$ cat config.mk
export PLATFORM = sky130hd
export DESIGN_NAME = firebird7_in_gate1_tessent_data_mux_seq
export DESIGN_NICKNAME = d
export VERILOG_FILES = /design/src/rtl/firebird7_in_gate1_tessent_data_mux_seq_pkg.sv /design/src/rtl/firebird7_in_gate1_tessent_data_mux_seq_ch.sv /design/src/rtl/firebird7_in_gate1_tessent_data_mux_seq.sv
export SDC_FILE = /design/constraint.sdc
export NUM_CORES = 1
export LEC_CHECK = 0
export BUFFER_PORTS_ARGS = -buffer_cell sky130_fd_sc_hd__buf_4
export CAP_MARGIN = 20
export CELL_PAD_IN_SITES_DETAIL_PLACEMENT = 0
export CELL_PAD_IN_SITES_GLOBAL_PLACEMENT = 1
export CORE_UTILIZATION = 42
export DETAILED_ROUTE_END_ITERATION = 12
export PLACE_DENSITY_LB_ADDON = 0.3
export SLEW_MARGIN = 20
export SYNTH_ARGS = -nofsm -noshare
export SYNTH_HDL_FRONTEND = slang
export SYNTH_SLANG_ARGS = --single-unit
$ cat constraint.sdc
create_clock -name ijtag_tck -period 3 [get_ports ijtag_tck]
set_input_delay 0.15 -clock ijtag_tck [delete_from_list [all_inputs] [get_ports ijtag_tck]]
set_output_delay 0.15 -clock ijtag_tck [all_outputs]
set_load 0.01 [all_outputs]
$ cat src/rtl/firebird7_in_gate1_tessent_data_mux_seq_pkg.sv
// Shared types for the gate1 IJTAG data-override mux: channel state encoding and counter width.
package firebird7_in_gate1_tessent_data_mux_seq_pkg;

  typedef enum logic [1:0] {
    FUNC    = 2'b00,
    DRAIN_T = 2'b01,
    TEST    = 2'b10,
    DRAIN_F = 2'b11
  } mux_state_e;

  localparam int unsigned CNT_W = 4;

endpackage

$ cat src/rtl/firebird7_in_gate1_tessent_data_mux_seq_ch.sv
// One override channel: break-before-make handover FSM with settle counter and output mux.
module firebird7_in_gate1_tessent_data_mux_seq_ch
  import firebird7_in_gate1_tessent_data_mux_seq_pkg::*;
#(
  parameter int unsigned      WIDTH      = 3,
  parameter int unsigned      SETTLE     = 2,
  parameter logic [WIDTH-1:0] SAFE_VALUE = '0
) (
  input  logic             clk_i,
  input  logic             rst_ni,
  input  logic             select_i,
  input  logic [WIDTH-1:0] func_data_i,
  input  logic [WIDTH-1:0] ijtag_data_i,
  output logic [WIDTH-1:0] data_o,
  output logic             active_o,
  output logic             busy_o
);

  // Drain lasts SETTLE cycles: the load value covers the entry cycle already spent.
  localparam logic [CNT_W-1:0] CntLoad = (SETTLE == 0) ? '0 : CNT_W'(SETTLE - 1);

  mux_state_e       state_q;
  logic [CNT_W-1:0] cnt_q;

  always_ff @(posedge clk_i) begin
    if (!rst_ni) begin
      state_q <= FUNC;
      cnt_q   <= '0;
    end else begin
      unique case (state_q)
        FUNC: begin
          if (select_i) begin
            if (SETTLE == 0) begin
              state_q <= TEST;
            end else begin
              state_q <= DRAIN_T;
              cnt_q   <= CntLoad;
            end
          end
        end
        DRAIN_T: begin
          if (cnt_q == '0) state_q <= TEST;
          else             cnt_q   <= cnt_q - 1'b1;
        end
        TEST: begin
          if (!select_i) begin
            if (SETTLE == 0) begin
              state_q <= FUNC;
            end else begin
              state_q <= DRAIN_F;
              cnt_q   <= CntLoad;
            end
          end
        end
        DRAIN_F: begin
          if (cnt_q == '0) state_q <= FUNC;
          else             cnt_q   <= cnt_q - 1'b1;
        end
        default: state_q <= FUNC;
      endcase
    end
  end

  // No data-path register: FUNC passes functional data with unchanged timing.
  always_comb begin
    data_o = SAFE_VALUE;
    case (state_q)
      FUNC:    data_o = func_data_i;
      TEST:    data_o = ijtag_data_i;
      default: data_o = SAFE_VALUE;
    endcase
  end

  assign active_o = (state_q == TEST);
  assign busy_o   = (state_q == DRAIN_T) || (state_q == DRAIN_F);

endmodule

$ cat src/rtl/firebird7_in_gate1_tessent_data_mux_seq.sv
// Multi-channel IJTAG data-override mux with sequenced handover and functional-data capture.
module firebird7_in_gate1_tessent_data_mux_seq
  import firebird7_in_gate1_tessent_data_mux_seq_pkg::*;
#(
  parameter int unsigned      WIDTH      = 3,
  parameter int unsigned      NUM_CH     = 4,
  parameter int unsigned      SETTLE     = 2,
  parameter logic [WIDTH-1:0] SAFE_VALUE = '0
) (
  input  logic                    ijtag_tck,
  input  logic                    ijtag_reset,
  input  logic [NUM_CH-1:0]       ijtag_select,
  input  logic                    ijtag_capture_en,
  input  logic [NUM_CH*WIDTH-1:0] functional_data_in,
  input  logic [NUM_CH*WIDTH-1:0] ijtag_data_in,
  output logic [NUM_CH*WIDTH-1:0] data_out,
  output logic [NUM_CH*WIDTH-1:0] captured_data_out,
  output logic [NUM_CH-1:0]       ijtag_active,
  output logic [NUM_CH-1:0]       switch_busy
);

  if (SETTLE > (1 << CNT_W) - 1) begin : g_settle_range
    $error("SETTLE must fit the %0d-bit settle counter (0..15)", CNT_W);
  end

  logic [NUM_CH*WIDTH-1:0] capture_q;

  always_ff @(posedge ijtag_tck) begin
    if (!ijtag_reset) begin
      capture_q <= '0;
    end else if (ijtag_capture_en) begin
      capture_q <= functional_data_in;
    end
  end

  assign captured_data_out = capture_q;

  for (genvar c = 0; c < NUM_CH; c++) begin : g_ch
    firebird7_in_gate1_tessent_data_mux_seq_ch #(
      .WIDTH      (WIDTH),
      .SETTLE     (SETTLE),
      .SAFE_VALUE (SAFE_VALUE)
    ) u_ch (
      .clk_i        (ijtag_tck),
      .rst_ni       (ijtag_reset),
      .select_i     (ijtag_select[c]),
      .func_data_i  (functional_data_in[c*WIDTH +: WIDTH]),
      .ijtag_data_i (ijtag_data_in[c*WIDTH +: WIDTH]),
      .data_o       (data_out[c*WIDTH +: WIDTH]),
      .active_o     (ijtag_active[c]),
      .busy_o       (switch_busy[c])
    );
  end

endmodule

Yosys cells after proc, flatten, opt, wreduce, memory -nomap -nowiden --
Cells that the tools add are included.
Cells by class: $add $sub $neg 4, equality and inequality tests 32, reductions and logical operators 24, muxes and demuxes 40
Operator list (number):
- 2-to-1 mux 4 bit | 12
- case mux 4 bit (3 select lines) | 4
- 2-to-1 mux 2 bit | 16
- case mux 2 bit (4 select lines) | 4
- != test 2 bit (second input constant) | 12
- case mux 3 bit (2 select lines) | 4
- equality test 2 bit (second input constant) | 8
- zero test 4 bit | 4
- != test 2 x 1 -> 1 bit (second input constant) | 8
- AND reduction 4 bit | 4
- subtractor 4 x 1 -> 4 bit (second input constant) | 4
- AND reduction 3 bit | 4
- equality test 2 x 1 -> 1 bit (second input constant) | 4
- zero test 2 bit | 4
- OR reduction 2 bit | 4
- logical OR 1 bit | 4
Storage, ports and cells: register bits after elaboration 36, output and inout port bits 32, word-level logic and storage cells 109, input port bits 31

Logic depth before layout (Yosys ltp) --
Gate-level depths: netlist of the first run.
depth in word-level cells 4, depth in mapped cells 6, depth with buffers taken out 6

Cells and area by module --
Synthesis of the first run repeated with hierarchy kept, for this count alone.
Unflattened totals: cells, all modules 263, area total of the unflattened synthesis 2398.6 µm²
Modules (own cells, without submodules):
- firebird7_in_gate1_tessent_data_mux_seq_ch at g_ch[0].u_ch ... | sequential area each 120.1 µm², cells an instance 57, instances 3, area an instance 495.5 µm²
- firebird7_in_gate1_tessent_data_mux_seq_ch at g_ch[3].u_ch | sequential area each 120.1 µm², cells an instance 54, instances 1, area an instance 461.7 µm²
- firebird7_in_gate1_tessent_data_mux_seq | sequential area each 240.2 µm², cells an instance 38, instances 1, area an instance 450.4 µm²

Least setup slack after synthesis of the first run --
OpenSTA, ideal clock, no wires.
path type reg-to-reg, start point register g_ch[3].u_ch.state_q[0], end point register g_ch[3].u_ch.cnt_q[3], cell stages (with the launch flop) 6, path buffers 0, data arrival time 1.582 ns, required time 2.929 ns, setup time 0.071 ns, path slack 1.347 ns, clock period less this slack 1.653 ns, path through dfxtp_1 inv_1 ha_1 mux2_4 or4b_1 a21oi_1
Between the ends: word-level cells in the longest chain between the ends 4, elaborated cells between the ends (all ways) 10, classes of those cells 6 x eq/ne; 1 x mux; 3 x reduce/logical
RTL lines:
- from (decl) | RTL line firebird7_in_gate1_tessent_data_mux_seq_ch.sv:22 | mux_state_e state_q;
- from (signal assigned) | RTL line firebird7_in_gate1_tessent_data_mux_seq_ch.sv:27 | state_q <= FUNC;
- from (signal assigned) | RTL line firebird7_in_gate1_tessent_data_mux_seq_ch.sv:34 | state_q <= TEST;
- from (signal assigned) | RTL line firebird7_in_gate1_tessent_data_mux_seq_ch.sv:36 | state_q <= DRAIN_T;
- equality test 2 bit / equality test 2 x 1 -> 1 bit (equally long branches) | RTL line firebird7_in_gate1_tessent_data_mux_seq_ch.sv:30 | unique case (state_q)
- OR reduction 2 bit (no source line)
- != test 2 bit (no source line)
- AND reduction 3 bit (no source line)
- to (signal assigned) | RTL line firebird7_in_gate1_tessent_data_mux_seq_ch.sv:37 | cnt_q <= CntLoad;
- to (signal assigned) | RTL line firebird7_in_gate1_tessent_data_mux_seq_ch.sv:43 | else cnt_q <= cnt_q - 1'b1;
- to (signal assigned) | RTL line firebird7_in_gate1_tessent_data_mux_seq_ch.sv:51 | cnt_q <= CntLoad;
- to (decl) | RTL line firebird7_in_gate1_tessent_data_mux_seq_ch.sv:23 | logic [CNT_W-1:0] cnt_q;
Parallel ways exist; a longest one is shown, timed or not. A chain may end at the register's enable or synchronous reset.

Final worst setup path of the first run --
start point register g_ch[2].u_ch.state_q[1], end point register g_ch[2].u_ch.cnt_q[0]
Between the ends: word-level cells in the longest chain between the ends 4, elaborated cells between the ends (all ways) 10, classes of those cells 6 x eq/ne; 1 x mux; 3 x reduce/logical
RTL lines (RTL line):
- from (decl) | firebird7_in_gate1_tessent_data_mux_seq_ch.sv:22
- from (signal assigned) | firebird7_in_gate1_tessent_data_mux_seq_ch.sv:27
- from (signal assigned) | firebird7_in_gate1_tessent_data_mux_seq_ch.sv:34
- from (signal assigned) | firebird7_in_gate1_tessent_data_mux_seq_ch.sv:36
- equality test 2 bit / equality test 2 x 1 -> 1 bit (equally long branches) | firebird7_in_gate1_tessent_data_mux_seq_ch.sv:30
- OR reduction 2 bit (no source line)
- != test 2 bit (no source line)
- AND reduction 3 bit (no source line)
- to (signal assigned) | firebird7_in_gate1_tessent_data_mux_seq_ch.sv:37
- to (signal assigned) | firebird7_in_gate1_tessent_data_mux_seq_ch.sv:43
- to (signal assigned) | firebird7_in_gate1_tessent_data_mux_seq_ch.sv:51
- to (decl) | firebird7_in_gate1_tessent_data_mux_seq_ch.sv:23
Parallel ways exist; a longest one is shown, timed or not.

==> results of run 1 <==
==> critical path, stage by stage (launching register included) <==
cell	delay, ns
sky130_fd_sc_hd__dfxtp_1	0.40
sky130_fd_sc_hd__inv_1	0.10
sky130_fd_sc_hd__ha_1	0.20
sky130_fd_sc_hd__nor2_1	0.29
sky130_fd_sc_hd__inv_1	0.15
sky130_fd_sc_hd__a2111oi_0	0.42
sky130_fd_sc_hd__a211oi_1	0.09
==> layout make-up <==
class / instances / area (um^2) / share of cell area [%]
Sequential cell: 36 / 721 / 24.8
Clock buffer: 6 / 72.6 / 2.50
Inverter: 22 / 82.6 / 2.84
Multi-Input combinational cell: 194 / 1470 / 50.7
Timing Repair Buffer: 62 / 465 / 16.0
Tap cell: 70 / 87.6 / 3.01
Clock inverter: 1 / 5.00 / 0.172
==> power groups by stage <==
stage / combinational [mW] / clock [mW] / sequential, mW
after global routing: 1.66 / 0.363 / 0.714
after global placement: 1.45 / 0 / 0.701
after CTS: 1.47 / 0.342 / 0.695
final: 1.47 / 0.327 / 0.695
after floorplan: 1.10 / 0 / 0.686
after detailed placement: 1.47 / 0 / 0.705
==> routing by layer <==
layer  share of wire (%)  vias up  routed length [um]  global-route usage, %
met2                  44       49                2240                   29.6
met3                 6.0        5                 303                   5.00
met4                0.87        0                  44                   5.66
li1                    -     1052                   -                      -
met5                   0        -                   0                      0
met1                  49      895                2500                   22.7
==> cells by family (layout without fill, tap and decap cells) <==
group / after synthesis / count (layout) / synth area share (%)
AND/OR/NAND/NOR: 72 / 72 / 15.8
buffers and inverters: 37 / 91 / 7.20
AO/OA/AOI/OAI: 63 / 63 / 17.7
flip-flops: 36 / 36 / 30.5
adder cells (fa/ha/maj): 32 / 32 / 16.9
multiplexers: 27 / 27 / 11.8
==> cell usage after synthesis (4+ instances only) <==
library cell                n
sky130_fd_sc_hd__o21ai_0   11
sky130_fd_sc_hd__nor2_1    26
sky130_fd_sc_hd__buf_4      8
sky130_fd_sc_hd__a21oi_1   17
sky130_fd_sc_hd__nand4_1    5
sky130_fd_sc_hd__or3_1      4
sky130_fd_sc_hd__inv_1     22
sky130_fd_sc_hd__a22o_1     4
sky130_fd_sc_hd__nand2b_1   5
sky130_fd_sc_hd__dfxtp_1   36
sky130_fd_sc_hd__a31oi_1    8
sky130_fd_sc_hd__clkbuf_1   5
sky130_fd_sc_hd__mux2i_1   23
sky130_fd_sc_hd__nand2_1   11
sky130_fd_sc_hd__o211ai_1   4
sky130_fd_sc_hd__ha_1      32
==> path summary, 6_finish.rpt <==
kind                                                            from                                  to  cells past startpoint
worst max-delay path            g_ch[2].u_ch.state_q[1]$_SDFFE_PN0P_  g_ch[2].u_ch.cnt_q[0]$_SDFFE_PN0P_                      6
worst min-delay path                           functional_data_in[5]   captured_data_out[5]$_SDFFE_PN0P_                      3
worst max register to register  g_ch[2].u_ch.state_q[1]$_SDFFE_PN0P_  g_ch[2].u_ch.cnt_q[0]$_SDFFE_PN0P_                      6
worst min register to register    g_ch[3].u_ch.cnt_q[3]$_SDFFE_PN0P_  g_ch[3].u_ch.cnt_q[3]$_SDFFE_PN0P_                      2
==> flip-flops by register name, indices dropped and copies added (netlist names) <==
signal             count
g_ch.u_ch.state_q      8
captured_data_out     12
g_ch.u_ch.cnt_q       16
==> per-stage QoR <==
stage                     total power [mW]  hold slack, ns  std cells  cell area (um^2)  setup WS [ns]
after floorplan                       1.79           0.297        267              2360           1.35
after global placement                2.16           0.400        384              2830           1.26
after detailed placement              2.17           0.405        384              2830           1.23
after CTS                             2.51           0.106        391              2910           1.21
after global routing                  2.74          0.0997        391              2910           1.09
final                                 2.49           0.113        391              2910           1.20
==> impl_table.tex, run 1 <==
\begin{tabular}{lr}
\hline
Metric & Value \\
\hline
\multicolumn{2}{l}{\textbf{Status}} \\
Run status & finished clean \\
\multicolumn{2}{l}{\textbf{STA}} \\
Max-Slew Margin vs Limit & 51.4\% \\
Time the final worst path needs with I/O delays and setup & 1.80 ns \\
Number of endpoints with negative hold slack in the final report & 0 \\
RSZ-0062 raised after global routing & false \\
Max Clk Rate & 0.557 GHz \\
Actual transition at the worst max-transition pin & 0.728 ns \\
Final critical-path share of the clock period & 59.9\% \\
Max-slew violation count & 0 \\
Setup total negative slack & 0 ns \\
Final-report setup violation count & 0 \\
Worst Clk Skew & about 0.0039 ns \\
\multicolumn{2}{l}{\textbf{Placement}} \\
Final weighted congestion of routability-driven global placement & 0.815 \\
HPWL after detailed placement & 3830 um \\
Buffers added on ports & 62 \\
\multicolumn{2}{l}{\textbf{Final layout}} \\
Core Util, Final & 55.2\% \\
Most common cell after layout, fill and taps aside & sky130\_fd\_sc\_hd\_\_buf\_4 \\
Syn-to-layout area delta & 23.0\% \\
Commonest non-fill, non-tap cells in the layout & sky130\_fd\_sc\_hd\_\_buf\_4, sky130\_fd\_sc\_hd\_\_dfxtp\_1, sky130\_fd\_sc\_hd\_\_ha\_1 \\
Diodes inserted & 0 \\
Share of layout cells above drive strength 1 & 24.9\% \\
Fin nets & $\sim$380 \\
FILL cells & 502 \\
\multicolumn{2}{l}{\textbf{Global routing}} \\
Global-route wire length before repair & between 8000 and 9000 um \\
Initial antenna violation count & 0 \\
Total grt overflow & 0 \\
Number of global-route vias before repair & 1947 \\
Maximum number of pins on one net before global-route repair & 30 \\
Total GRT Usage & 18.0\% \\
\multicolumn{2}{l}{\textbf{Yosys}} \\
Cell variety after synth & 43 \\
Post-synth top area cell & sky130\_fd\_sc\_hd\_\_dfxtp\_1 \\
Area contributors post-synth & sky130\_fd\_sc\_hd\_\_dfxtp\_1, sky130\_fd\_sc\_hd\_\_ha\_1, sky130\_fd\_sc\_hd\_\_mux2i\_1 \\
Synthesized Nets & 330 \\
Number of register bits inferred by synthesis & 36 \\
Synthesized area per cell & 8.85 um\^{}2 \\
Synth Flop Type & sky130\_fd\_sc\_hd\_\_dfxtp\_1 \\
Sequential fraction of the synthesis area & 30.5\% \\
Ys async rst share & 0\% \\
Synthesis Warnings & 0 \\
Combined area of all synthesized cells & 0.00236 mm\^{}2 \\
Number of enable-type register cells in the synthesized netlist & 0 \\
Share of Yosys cell area claimed by the top area cell type & a little under a third \\
Gate count after technology mapping & 267 \\
\multicolumn{2}{l}{\textbf{Clock network}} \\
Reg clk slew, reported paths & 0.07 ns \\
Post-CTS repair timing setup buffer count & 0 \\
Root buffer cell & sky130\_fd\_sc\_hd\_\_clkbuf\_8 \\
Post-cts gate resize count & 0 \\
Clock latency on the worst-skew pair & roughly 0.28 ns \\
H-tree depth & 2 \\
Number of buffers created by CTS & 5 \\
Count of clock tree sinks & 36 \\
Maximum number of buffers from clock root to sink & 2 \\
CTS tree & yes \\
Post-cts hold buffer count & 0 \\
\multicolumn{2}{l}{\textbf{Power and ir drop}} \\
Leakage power & between 1 and 1.5 nW \\
Internal power consumption & 1.43 mW \\
Switching share of total power & 42.7\% \\
Switching component of the power & 1.06 mW \\
Clock network fraction of design power & 13.1\% \\
Worst VDD drop & 0.367 mV \\
Share of power burned in registers & 27.9\% \\
Pwr Density & 858 mW/mm\^{}2 \\
Combinational share of power & 59.0\% \\
\multicolumn{2}{l}{\textbf{Critical path}} \\
Critical path endpoint category & flip-flop \\
Biggest fanout along the worst timing path & 6 \\
Element type at the critical path start & flip-flop \\
Data arrival, critical path & 1.93 ns \\
Category of the most critical setup path & flip-flop to flip-flop \\
Setup slack of the worst register-to-register path & about 1.2 ns \\
CP Data Required Time & 3.13 ns \\
\multicolumn{2}{l}{\textbf{Floorplan}} \\
Number of rows created at floorplan & 26 \\
Io pins & 63 \\
Starting utilization of the core area & 44.8\% \\
Die area & slightly below 0.006 mm\^{}2 \\
Core ar. & 0.00527 mm\^{}2 \\
Chip Height & 77.0 um \\
Floorplan die width & $\sim$77 um \\
\multicolumn{2}{l}{\textbf{Routing}} \\
Number of remaining DRC errors & 0 \\
Initial DRC count & 76 \\
Pre-antenna DRT Iters & 4 \\
Number of vias per cell after detailed routing & 5.12 \\
Count of antenna-violating nets left after detailed routing & 0 \\
DR WL/cell & 13.0 um \\
DR vias & between 2000 and 2500 \\
Final WL & 5080 um \\
\multicolumn{2}{l}{\textbf{Min path}} \\
HP Class & primary input to flip-flop \\
\multicolumn{2}{l}{\textbf{Job}} \\
Max-cap violations & 0 \\
\hline
\end{tabular}
Note: power is estimated with default switching activity, not from simulation.
==> run 2: changes to the inputs <==
- CORE_UTILIZATION: 42 -> 39
- clock period: 3 -> 1.9 ns (I/O delays scaled with it)
==> impl_table.tex, run 2 (synthesis results as in run 1) <==
\begin{tabular}{lr}
\hline
Metric & Value \\
\hline
\multicolumn{2}{l}{\textbf{Clock network}} \\
Number of buffers created by CTS & 5 (unchanged) \\
Count of clock tree sinks & 36 (unchanged) \\
Reg clk slew, reported paths & 0.08 ns (about the same) \\
CTS tree & yes \\
Clock latency on the worst-skew pair & 0.29 ns (about the same) \\
Post-CTS repair timing setup buffer count & 0 (unchanged) \\
Root buffer cell & sky130\_fd\_sc\_hd\_\_clkbuf\_8 \\
Maximum number of buffers from clock root to sink & 2 (unchanged) \\
H-tree depth & 2 (unchanged) \\
\multicolumn{2}{l}{\textbf{Power and ir drop}} \\
Clock network fraction of design power & 16.4\% (+3.3 points) \\
Overall power & 4.15 mW (+66\%) \\
Switching component of the power & 1.71 mW (+61\%) \\
Switching share of total power & 41.3\% (-1.3 points) \\
Worst VDD drop & 0.557 mV (+52\%) \\
Pwr Density & 1400 mW/mm\^{}2 (+63\%) \\
Internal power consumption & 2.44 mW (+70\%) \\
Leakage power & 1.41 nW (+2.4\%) \\
Share of power burned in registers & 26.6\% (-1.3 points) \\
Combinational share of power & 57.1\% (-1.9 points) \\
\multicolumn{2}{l}{\textbf{Floorplan}} \\
Core ar. & 0.00568 mm\^{}2 (+7.7\%) \\
Chip Height & 79.8 um (+3.7\%) \\
Die area & 0.00638 mm\^{}2 (+7.5\%) \\
Io pins & 63 (unchanged) \\
Starting utilization of the core area & 41.6\% (-3.2 points) \\
Floorplan die width & 79.8 um (+3.7\%) \\
Number of rows created at floorplan & 27 (+3.8\%) \\
\multicolumn{2}{l}{\textbf{STA}} \\
Setup total negative slack & 0 ns (unchanged) \\
RSZ-0062 raised after global routing & false \\
Max-Slew Margin vs Limit & 71.2\% (+20 points) \\
Final critical-path share of the clock period & 94.3\% (+34 points) \\
Actual transition at the worst max-transition pin & 0.432 ns (-0.297 ns) \\
Max-slew violation count & 0 (unchanged) \\
Smallest hold slack & 0.0502 ns (-0.0630 ns) \\
Number of endpoints with negative hold slack in the final report & 0 (unchanged) \\
Max Clk Rate & 0.558 GHz (+0.25\%) \\
Time the final worst path needs with I/O delays and setup & 1.79 ns (-0.00445 ns) \\
Worst Clk Skew & 0.00448 ns (+0.000615 ns) \\
Final-report setup violation count & 0 (unchanged) \\
\multicolumn{2}{l}{\textbf{Placement}} \\
Count of placed standard cells including taps & 390 (+1.6\%) \\
Final weighted congestion of routability-driven global placement & 0.796 (-2.2\%) \\
Buffers added on ports & 62 (unchanged) \\
HPWL after detailed placement & 3940 um (+2.9\%) \\
\multicolumn{2}{l}{\textbf{Critical path}} \\
Data arrival, critical path & 2.01 ns (+0.08 ns) \\
Cell breakdown of the critical path & inv\_1 -> ha\_1 -> mux2\_2 -> or4\_1 -> o211ai\_1 \\
Gate family responsible for the most delay along the worst path & simple AND/OR/NAND/NOR gates \\
Category of the most critical setup path & flip-flop to flip-flop \\
Buffers and inverters on the worst path & 1 (-1) \\
Element type at the critical path start & flip-flop \\
CP Data Required Time & 2.12 ns (-1.01 ns) \\
Slowest stage cell on the critical path & sky130\_fd\_sc\_hd\_\_or4\_1 \\
Setup slack of the worst register-to-register path & 0.11 ns (-1.10 ns) \\
Delay contributed by the slowest stage of the critical path & 0.43 ns (about the same) \\
Critical path endpoint category & flip-flop \\
Biggest fanout along the worst timing path & 6 (unchanged) \\
\multicolumn{2}{l}{\textbf{Final layout}} \\
FILL cells & 532 (+6.0\%) \\
Diodes inserted & 0 (unchanged) \\
Syn-to-layout area delta & 25.7\% \\
Total area of sequential cells & 722 um\^{}2 (+0.17\%) \\
Commonest non-fill, non-tap cells in the layout & sky130\_fd\_sc\_hd\_\_buf\_4, sky130\_fd\_sc\_hd\_\_dfxtp\_1, sky130\_fd\_sc\_hd\_\_ha\_1 \\
Most common cell after layout, fill and taps aside & sky130\_fd\_sc\_hd\_\_buf\_4 \\
Fin nets & 388 (+1.0\%) \\
Share of layout cells above drive strength 1 & 26.4\% (+1.5 points) \\
Multi-input combinational cell area & 0.00147 mm\^{}2 (about the same) \\
Register ranked first by flip-flop count & g\_ch.u\_ch.cnt\_q \\
Number of cells in the finished layout apart from fillers & 398 (+1.8\%) \\
Number of flip-flops in the largest register & 16 (unchanged) \\
\multicolumn{2}{l}{\textbf{Global routing}} \\
Number of global-route vias before repair & 1835 (-5.8\%) \\
Maximum number of pins on one net before global-route repair & 29 (-3.3\%) \\
Total grt overflow & 0 (unchanged) \\
Total GRT Usage & 16.7\% (-1.3 points) \\
Global-route wire length before repair & 8350 um (-3.4\%) \\
Initial antenna violation count & 0 (unchanged) \\
\multicolumn{2}{l}{\textbf{Job}} \\
Max-cap violations & 0 (unchanged) \\
\multicolumn{2}{l}{\textbf{Routing}} \\
DR vias & 2040 (+1.9\%) \\
Number of vias per cell after detailed routing & 5.13 (+0.16\%) \\
Number of remaining DRC errors & 0 (unchanged) \\
Pre-antenna DRT Iters & 5 (+1) \\
Count of antenna-violating nets left after detailed routing & 0 (unchanged) \\
Final WL & 5190 um (+2.1\%) \\
DR WL/cell & 13.0 um (+0.27\%) \\
Initial DRC count & 82 (+7.9\%) \\
\multicolumn{2}{l}{\textbf{Status}} \\
Run status & finished clean \\
\multicolumn{2}{l}{\textbf{Min path}} \\
HP Class & primary input to flip-flop \\
\hline
\end{tabular}
## run 2: cell count changes in the layout (fill, tap and decap cells not counted)
cell	change
sky130_fd_sc_hd__a2111oi_1	+1
sky130_fd_sc_hd__dfxtp_2	+1
sky130_fd_sc_hd__a2111oi_0	-1
sky130_fd_sc_hd__dfxtp_1	-1
sky130_fd_sc_hd__bufinv_16	+1
sky130_fd_sc_hd__buf_4	+4
## run 2: cell type report
| type | count | area share (%) |
|---|---|---|
| Timing Repair Buffer | 66 | 16.7 |
| Multi-Input combinational cell | 194 | 49.6 |
| Inverter | 22 | 2.78 |
| Sequential cell | 36 | 24.3 |
| Clock buffer | 6 | 2.44 |
| Tap cell | 72 | 3.03 |
| Clock inverter | 2 | 1.18 |
## run 2: per-layer routing
metal / vias to the layer above / share of wire [%] / GRT usage (%)
met5: - / 0 / 0
met4: 0 / 1.5 / 5.36
met3: 9 / 5.8 / 3.66
met2: 62 / 45 / 27.7
met1: 903 / 48 / 21.3
li1: 1066 / - / -
## run 2: path summary, 6_finish.rpt
check / to / cells past startpoint / from
setup reg to reg: g_ch[0].u_ch.cnt_q[3]$_SDFFE_PN0P_ / 5 / g_ch[0].u_ch.state_q[0]$_SDFFE_PN0P_
hold reg to reg: g_ch[3].u_ch.state_q[1]$_SDFFE_PN0P_ / 2 / g_ch[3].u_ch.state_q[1]$_SDFFE_PN0P_
setup / recovery: g_ch[0].u_ch.cnt_q[3]$_SDFFE_PN0P_ / 5 / g_ch[0].u_ch.state_q[0]$_SDFFE_PN0P_
hold / removal: captured_data_out[6]$_SDFFE_PN0P_ / 3 / functional_data_in[6]
## run 2: power by group through the flow
stage	clock network, mW	registers (mW)	logic [mW]
floorplan	0	1.08	1.74
global placement	0	1.11	2.35
detailed placement	0	1.12	2.36
CTS	0.700	1.10	2.37
global route	0.723	1.13	2.67
finish	0.680	1.10	2.37
## run 2: tightest hold or removal path, stage by stage
cell and delay [ns]:
sky130_fd_sc_hd__buf_4 0.09, sky130_fd_sc_hd__mux2i_1 0.06, sky130_fd_sc_hd__nor2_1 0.07
## run 2: timing repair
action,CTS,global route
gates resized for setup,0,2
endpoints found under the setup margin,0,2
hold buffers,0,0
## run 2: stage by stage
step | instance area (um^2) | setup slack, ns | utilization [%]
final | 2970 | 0.108 | 52.4
after global routing | 2970 | 0.0199 | 52.4
after CTS | 2970 | 0.115 | 52.3
after detailed placement | 2860 | 0.146 | 50.4
after global placement | 2860 | 0.170 | 50.4
after floorplan | 2360 | 0.247 | -
==> run 3: changes to the inputs <==
- PLACE_DENSITY_LB_ADDON: 0.3 -> 0.1
==> impl_table.tex, run 3 (synthesis results as in run 1) <==
\begin{tabular}{lr}
\hline
Metric & Value \\
\hline
\multicolumn{2}{l}{\textbf{STA}} \\
Worst Clk Skew & 0.00273 ns (-0.00175 ns) \\
RSZ-0062 raised after global routing & false \\
Actual transition at the worst max-transition pin & 0.478 ns (+0.0459 ns) \\
Max-slew violation count & 0 (unchanged) \\
Final-report setup violation count & 0 (unchanged) \\
Max Clk Rate & 0.558 GHz (about the same) \\
Setup WS post-layout & 0.109 ns (+0.000434 ns) \\
Max-Slew Margin vs Limit & 67.2\% (-3.9 points) \\
Number of endpoints with negative hold slack in the final report & 0 (unchanged) \\
Time the final worst path needs with I/O delays and setup & 1.79 ns (-0.000434 ns) \\
Setup total negative slack & 0 ns (unchanged) \\
Final critical-path share of the clock period & 94.3\% (about the same) \\
\multicolumn{2}{l}{\textbf{Floorplan}} \\
Number of rows created at floorplan & 27 (unchanged) \\
Die area & 0.00638 mm\^{}2 (unchanged) \\
Io pins & 63 (unchanged) \\
Starting utilization of the core area & 41.6\% (unchanged) \\
Chip Height & 79.8 um (unchanged) \\
Floorplan die width & 79.8 um (unchanged) \\
Core ar. & 0.00568 mm\^{}2 (unchanged) \\
\multicolumn{2}{l}{\textbf{Placement}} \\
HPWL after detailed placement & 4130 um (+4.8\%) \\
Buffers added on ports & 62 (unchanged) \\
Final weighted congestion of routability-driven global placement & 0.802 (+0.70\%) \\
Worst Setup Slack post-DPL & 0.124 ns (-0.0217 ns) \\
\multicolumn{2}{l}{\textbf{Global routing}} \\
Number of global-route vias before repair & 1903 (+3.7\%) \\
Initial antenna violation count & 0 (unchanged) \\
Maximum number of pins on one net before global-route repair & 29 (unchanged) \\
Total grt overflow & 0 (unchanged) \\
Total GRT Usage & 17.4\% (+0.70 points) \\
Global-route wire length before repair & 8680 um (+4.0\%) \\
\multicolumn{2}{l}{\textbf{Clock network}} \\
Post-cts hold buffer count & 0 (unchanged) \\
Root buffer cell & sky130\_fd\_sc\_hd\_\_clkbuf\_8 \\
CTS tree & yes \\
H-tree depth & 2 (unchanged) \\
Clock latency on the worst-skew pair & 0.29 ns (about the same) \\
Maximum number of buffers from clock root to sink & 2 (unchanged) \\
Number of buffers created by CTS & 5 (unchanged) \\
Post-CTS repair timing setup buffer count & 0 (unchanged) \\
Reg clk slew, reported paths & 0.08 ns (about the same) \\
Count of clock tree sinks & 36 (unchanged) \\
Post-cts gate resize count & 0 (unchanged) \\
\multicolumn{2}{l}{\textbf{Final layout}} \\
Diodes inserted & 0 (unchanged) \\
Commonest non-fill, non-tap cells in the layout & sky130\_fd\_sc\_hd\_\_buf\_4, sky130\_fd\_sc\_hd\_\_dfxtp\_1, sky130\_fd\_sc\_hd\_\_ha\_1 \\
FILL cells & 554 (+4.1\%) \\
Share of layout cells above drive strength 1 & 26.8\% (+0.45 points) \\
Number of flip-flops in the largest register & 16 (unchanged) \\
Most common cell after layout, fill and taps aside & sky130\_fd\_sc\_hd\_\_buf\_4 \\
Register ranked first by flip-flop count & g\_ch.u\_ch.cnt\_q \\
Fin nets & 390 (+0.52\%) \\
Syn-to-layout area delta & 26.4\% \\
\multicolumn{2}{l}{\textbf{Job}} \\
Max-cap violations & 0 (unchanged) \\
\multicolumn{2}{l}{\textbf{Routing}} \\
Number of remaining DRC errors & 0 (unchanged) \\
Met2 routed WL & 2550 um (+10\%) \\
Initial DRC count & 102 (+24\%) \\
Final WL & 5340 um (+2.9\%) \\
DR WL/cell & 13.3 um (+2.4\%) \\
Max Used Layer & met4 \\
DR vias & 2054 (+0.69\%) \\
Pre-antenna DRT Iters & 4 (-1) \\
Number of vias per cell after detailed routing & 5.14 (+0.18\%) \\
Routed wire length on met3 & 252 um (-17\%) \\
Count of antenna-violating nets left after detailed routing & 0 (unchanged) \\
Sum of routed wire segments on met1 & 2460 um (-1.1\%) \\
\multicolumn{2}{l}{\textbf{Critical path}} \\
Critical path endpoint category & flip-flop \\
CP Data Required Time & 2.13 ns (about the same) \\
Data arrival, critical path & 2.02 ns (about the same) \\
Category of the most critical setup path & flip-flop to flip-flop \\
Biggest fanout along the worst timing path & 5 (-1) \\
Element type at the critical path start & flip-flop \\
\multicolumn{2}{l}{\textbf{Power and ir drop}} \\
Leakage power & 1.42 nW (+0.56\%) \\
Pwr Density & 1400 mW/mm\^{}2 (about the same) \\
Worst VDD drop & 0.658 mV (+18\%) \\
\multicolumn{2}{l}{\textbf{Status}} \\
Run status & finished clean \\
\multicolumn{2}{l}{\textbf{Min path}} \\
HP Class & primary input to flip-flop \\
\hline
\end{tabular}
-- run 3: changes by cell type in the layout (fill, tap and decap cells not counted), sizes merged --
cell and change:
buf +2, clkbuf -1, clkinvlp +1
-- run 3: layer usage --
layer  vias to the layer above  track usage (%)
li1                       1062                -
met1                       945             21.6
met2                        41             29.7
met3                         6             3.54
met4                         0             5.89
met5                         -                0
-- run 3: stage by stage --
step	hold WS, ns	power, mW	util [%]	instance area [um^2]	instances
finish	0.0479	4.17	52.6	2990	400
floorplan	0.242	2.82	-	2360	267
global placement	0.345	3.49	50.7	2880	392
CTS	0.0388	4.21	52.6	2990	400
global route	0.0503	4.56	52.6	2990	400
detailed placement	0.349	3.51	50.7	2880	392
-- run 3: cell type report --
class	instances	area, um^2	area share (%)
Clock inverter	3	42.5	1.42
Multi-Input combinational cell	194	1470	49.3
Tap cell	72	90.1	3.02
Timing Repair Buffer	68	510	17.1
Inverter	22	82.6	2.76
Sequential cell	36	721	24.1
Clock buffer	5	68.8	2.30
-- run 3: worst max-delay path, cell delays in order (launching register included) --
cell and delay, ns:
sky130_fd_sc_hd__dfxtp_1 0.39, sky130_fd_sc_hd__inv_1 0.11, sky130_fd_sc_hd__ha_1 0.27, sky130_fd_sc_hd__mux2_4 0.31, sky130_fd_sc_hd__or4b_1 0.51, sky130_fd_sc_hd__a21oi_1 0.14
-- run 3: worst paths after layout --
kind	start	end	slack, ns	cells past startpoint
worst max-delay path	g_ch[3].u_ch.state_q[0]$_SDFFE_PN0P_	g_ch[3].u_ch.cnt_q[3]$_SDFFE_PN0P_	0.11	5
worst min-delay path	functional_data_in[5]	captured_data_out[5]$_SDFFE_PN0P_	0.05	3
worst max register to register	g_ch[3].u_ch.state_q[0]$_SDFFE_PN0P_	g_ch[3].u_ch.cnt_q[3]$_SDFFE_PN0P_	0.11	5
worst min register to register	g_ch[3].u_ch.cnt_q[3]$_SDFFE_PN0P_	g_ch[3].u_ch.cnt_q[3]$_SDFFE_PN0P_	0.49	2
-- run 3: power by group --
| part | leakage, nW | internal, mW | switching [mW] |
|---|---|---|---|
| registers | 0.296 | 0.942 | 0.157 |
| logic | 1.07 | 1.11 | 1.28 |
| clock network | 0.0541 | 0.388 | 0.289 |
